<file path="src/rtl/intc_ctrl.sv">
// Four-source fixed-priority interrupt controller (source 0 highest) with ack/EOI handshake.
// Define INTC_NESTING_EN to allow higher-priority requests to preempt an in-service one.
module intc_ctrl #(
  parameter logic [3:0] RESET_MASK = 4'b0000,
  parameter bit         EDGE_MODE  = 1'b1
) (
  input  logic       clk,
  input  logic       rst,
  input  logic [3:0] irq_in,
  input  logic       mask_we,
  input  logic [3:0] mask_wdata,
  input  logic       irq_ack,
  input  logic       eoi,
  output logic       irq,
  output logic [1:0] irq_id,
  output logic [3:0] pending,
  output logic [3:0] in_service,
  output logic [3:0] mask
);

  typedef enum logic [1:0] {IDLE, REQ, SERVICE} state_t;

  state_t     state;
  logic [3:0] irq_in_q;
  logic [3:0] cap;
  logic [3:0] hit;
  logic [3:0] isr_eoi;
  logic [3:0] id_bit;
  logic [1:0] cand;
  logic       cand_ok;
  logic       eligible;
`ifdef INTC_NESTING_EN
  logic [1:0] isr_low;
  logic       isr_found;
`endif

  always_comb begin
    cap     = EDGE_MODE ? (irq_in & ~irq_in_q) : irq_in;
    hit     = pending & mask;
    id_bit  = 4'b0001 << irq_id;
    // Clearing the lowest set bit is the highest-priority in-service source.
    isr_eoi = in_service & (in_service - 4'd1);
    cand    = '0;
    cand_ok = 1'b0;
    for (int unsigned i = 0; i < 4; i++) begin
      if (hit[i] && !cand_ok) begin
        cand    = 2'(i);
        cand_ok = 1'b1;
      end
    end
`ifdef INTC_NESTING_EN
    isr_low   = '0;
    isr_found = 1'b0;
    for (int unsigned i = 0; i < 4; i++) begin
      if (in_service[i] && !isr_found) begin
        isr_low   = 2'(i);
        isr_found = 1'b1;
      end
    end
    eligible = cand_ok && (!isr_found || (cand < isr_low));
`else
    eligible = cand_ok && (in_service == '0);
`endif
  end

  always_ff @(posedge clk or posedge rst) begin
    if (rst) begin
      state      <= IDLE;
      irq        <= 1'b0;
      irq_id     <= '0;
      pending    <= '0;
      in_service <= '0;
      mask       <= RESET_MASK;
      irq_in_q   <= '0;
    end else begin
      irq_in_q <= irq_in;
      pending  <= pending | cap;
      if (mask_we) mask <= mask_wdata;
      case (state)
        IDLE: begin
          if (eligible) begin
            irq_id <= cand;
            irq    <= 1'b1;
            state  <= REQ;
          end
        end
        REQ: begin
          if (irq_ack) begin
            // A new capture in the ack cycle overrides the clear.
            pending    <= (pending & ~id_bit) | cap;
            in_service <= in_service | id_bit;
            irq        <= 1'b0;
            state      <= SERVICE;
          end
        end
        SERVICE: begin
          if (eoi) begin
            in_service <= isr_eoi;
            if (isr_eoi == '0) state <= IDLE;
          end
`ifdef INTC_NESTING_EN
          else if (eligible) begin
            irq_id <= cand;
            irq    <= 1'b1;
            state  <= REQ;
          end
`endif
        end
        default: state <= IDLE;
      endcase
    end
  end

endmodule
</file>
<file path="config.mk">
export PLATFORM = sky130hd
export DESIGN_NAME = intc_ctrl
export DESIGN_NICKNAME = d
export VERILOG_FILES = /design/src/rtl/intc_ctrl.sv
export SDC_FILE = /design/constraint.sdc
export NUM_CORES = 1
export LEC_CHECK = 0
export CORE_MARGIN = 2
export CORE_UTILIZATION = 53
export CTS_CLUSTER_DIAMETER = 60
export DETAILED_ROUTE_END_ITERATION = 10
export DONT_BUFFER_PORTS = 1
export GPL_ROUTABILITY_DRIVEN = 0
export HOLD_SLACK_MARGIN = 0.02
export PLACE_DENSITY = 0.72
export SETUP_SLACK_MARGIN = 0.15
export SLEW_MARGIN = 20
export SYNTH_ARGS = -nofsm -noshare
export SYNTH_HDL_FRONTEND = slang
export SYNTH_SLANG_ARGS = --single-unit
</file>
<file path="constraint.sdc">
create_clock -name clk -period 1.44 [get_ports clk]
set_input_delay 0.072 -clock clk [delete_from_list [all_inputs] [get_ports clk]]
set_output_delay 0.072 -clock clk [all_outputs]
set_load 0.005 [all_outputs]
</file>
==> metrics.txt <==
Post-DP HPWL=1320 um; Crit. End Element=register; Worst VDD drop=1.19 mV; ant diodes=0; fmax=0.711 GHz; post-DR wirelength/cell=16.4 um; worst skew pair latency=0.30 ns; CTS tree=built; GRT Util Overall=0.228; Final Core Density=0.777; critical-path cell list=nor3_2, nor4b_4, o21ai_2, mux2_4; max_cap viols=0; WP data arrival=1.61 ns; die area=1990 sq um; WHS=0.178 ns; worst setup path start=in_service[1]; Netlist cell types=23; sequential fraction of the synthesis area=0.601; Die W=44.6 um; clock sink total=21; Max transition margin=0.816; Worst Setup Start Kind=register; crit-path max cell delay=0.41 ns; Cell Rows=14; synthesized area=875 sq um; Routed WL=2030 um; vias in the first global route=749; outcome=finished, final reports clean; area grow syn2layout=35.3%; Final min period=1.41 ns; Least-Margin Pin Slew=0.276 ns; Synth Area per Inst=11.2 sq um; Hold Crit Start=irq_ack; fin. max-slew vios=0; Congestion Overflow GR=0; IO Count=28; Setup Skew=0.00360 ns; worst hold path class=input port to register; # port buffers=0; Mapped Cells=78; Slowest-stage cell, CP=dfrtp_1; Die Height=44.6 um; power density cells=1810 nW/um^2; layout net count=122; post-route ant nets=0; drt initial violations=25; required time worst endpoint=1.64 ns; CTS buffer count=3; leakage power=0.543 nW; unrepaired setup endpoints after global routing=yes; vias=725; YS warnings=0; antenna violations before repair=0; Hold Vio Cnt, Final=0; Initial Utilization=0.574; H-tree Lvls=1; Clock transition at path regs=0.12 ns; DRC viols=0; Vias/cell=5.85; final count of negative-setup-slack endpoints=0; share of post-route cells with drive strength above 1=0.324; RR Startpoint=in_service[1]; critical path class=register to register; Initial DRT Pass Iterations=4; largest net degree at the start of global routing=22; crit share post-route=0.977; post-synthesis register bit count=21; CTS max path bufs=2; core area=1520 sq um; first-pass GRT wire length=3220 um; # fillers=107; CTS root buf=clkbuf_4; Syn Nets=91; Crit Path Max Fanout=2
==> area by class of cell <==
class	instances	area (sq um)	share of cell area
clock buffer	4	26.3	0.0222
inverter	8	30.0	0.0254
timing repair buffer	26	233	0.197
multi-input combinational	49	347	0.293
tap	16	20.0	0.0169
sequential	21	528	0.446
==> worst max-delay path: cells and delay by family, from the launching register on <==
family | cells | cell delay (ns)
multiplexers | 1 | 0.30
AND/OR/NAND/NOR | 2 | 0.49
AO/OA/AOI/OAI | 1 | 0.11
flip-flops | 1 | 0.41
==> per-layer routing <==
metal | GRT usage | routed length, um | up-vias
met5 | 0 | 0 | -
met4 | 0.0970 | 31 | 0
met3 | 0.0531 | 153 | 4
met2 | 0.380 | 1010 | 29
met1 | 0.282 | 830 | 360
li1 | - | - | 332
==> report_power, final <==
part	internal [mW]	switching, mW	total [mW]
Combinational	0.482	0.392	0.874
Clock	0.108	0.178	0.286
Sequential	0.762	0.226	0.988
==> cell families after synthesis <==
group | synth area share
simple gates | 0.146
flops | 0.601
compound gates | 0.139
buf+inv | 0.0343
mux | 0.0687
fa+ha+maj | 0.0114
==> Yosys cell counts <==
| library cell | instances | area share |
|---|---|---|
| dfrtp_1 | 21 | 0.60 |
| nand2_1 | 13 | 0.056 |
| inv_1 | 8 | 0.034 |
| o21ai_0 | 6 | 0.034 |
| a21oi_1 | 5 | 0.029 |
| mux2_2 | 4 | 0.051 |
| nor2_1 | 4 | 0.017 |
| or3_1 | 2 | 0.014 |
| a22o_1 | 1 | 0.010 |
| a32oi_1 | 1 | 0.010 |
| a41oi_1 | 1 | 0.010 |
| maj3_1 | 1 | 0.011 |
| mux2_4 | 1 | 0.017 |
| nand3_1 | 1 | 0.0057 |
| nand3b_1 | 1 | 0.0086 |
| nor3_1 | 1 | 0.0057 |
| nor3_2 | 1 | 0.011 |
| nor4b_4 | 1 | 0.027 |
| o211ai_1 | 1 | 0.0086 |
| o21ai_2 | 1 | 0.010 |
| o22a_1 | 1 | 0.010 |
| o22ai_1 | 1 | 0.0072 |
| o311ai_0 | 1 | 0.010 |
==> cells in the final DEF (no fill, tap or decap), drive strengths merged <==
master       instances
o21ai                7
inv                  8
o22ai                1
maj3                 1
nor4b                1
buf                 14
mux2                 5
a41oi                1
nor2                 4
dfrtp               21
nand2               13
a32oi                1
nor3                 2
o211ai               1
nand3b               1
a22o                 1
nand3                1
a21oi                5
dlygate4sd3         12
o311ai               1
clkbuf               4
or3                  2
o22a                 1
==> sequential cells by signal (all words and copies together) (netlist names) <==
register,flops
mask,4
irq,1
irq_id,2
pending,4
in_service,4
state,2
irq_in_q,4
==> per-stage QoR <==
stage	cell area, sq um	TNS [ns]	cells	total power [mW]	setup WS [ns]
CTS	1150	0	123	2.05	0.0223
detailed placement	962	0	103	1.64	0.0121
global placement	962	0	103	1.61	0.0961
global route	1180	-0.0456	124	2.27	-0.0456
floorplan	875	0	78	1.37	0.0425
finish	1180	0	124	2.15	0.0332
==> worst paths after layout <==
kind                            endpoint  slack, ns  cells past startpoint
max                            irq_id[0]       0.03                      4
min                        in_service[2]       0.18                      3
max reg2reg                    irq_id[0]       0.03                      4
min reg2reg                   pending[2]       0.41                      1
max in group asynchronous       state[1]       1.00                      3
min in group asynchronous  in_service[2]       0.21                      3
==> repair_timing <==
item	4_1_cts	5_1_grt
pin swaps	2	3
endpoints found under the hold margin	39	0
hold buffers	12	0
resized for setup	4	15
setup buffers	4	1
endpoints found under the setup margin	4	10
No activity file was read; power rests on OpenSTA's default activity.
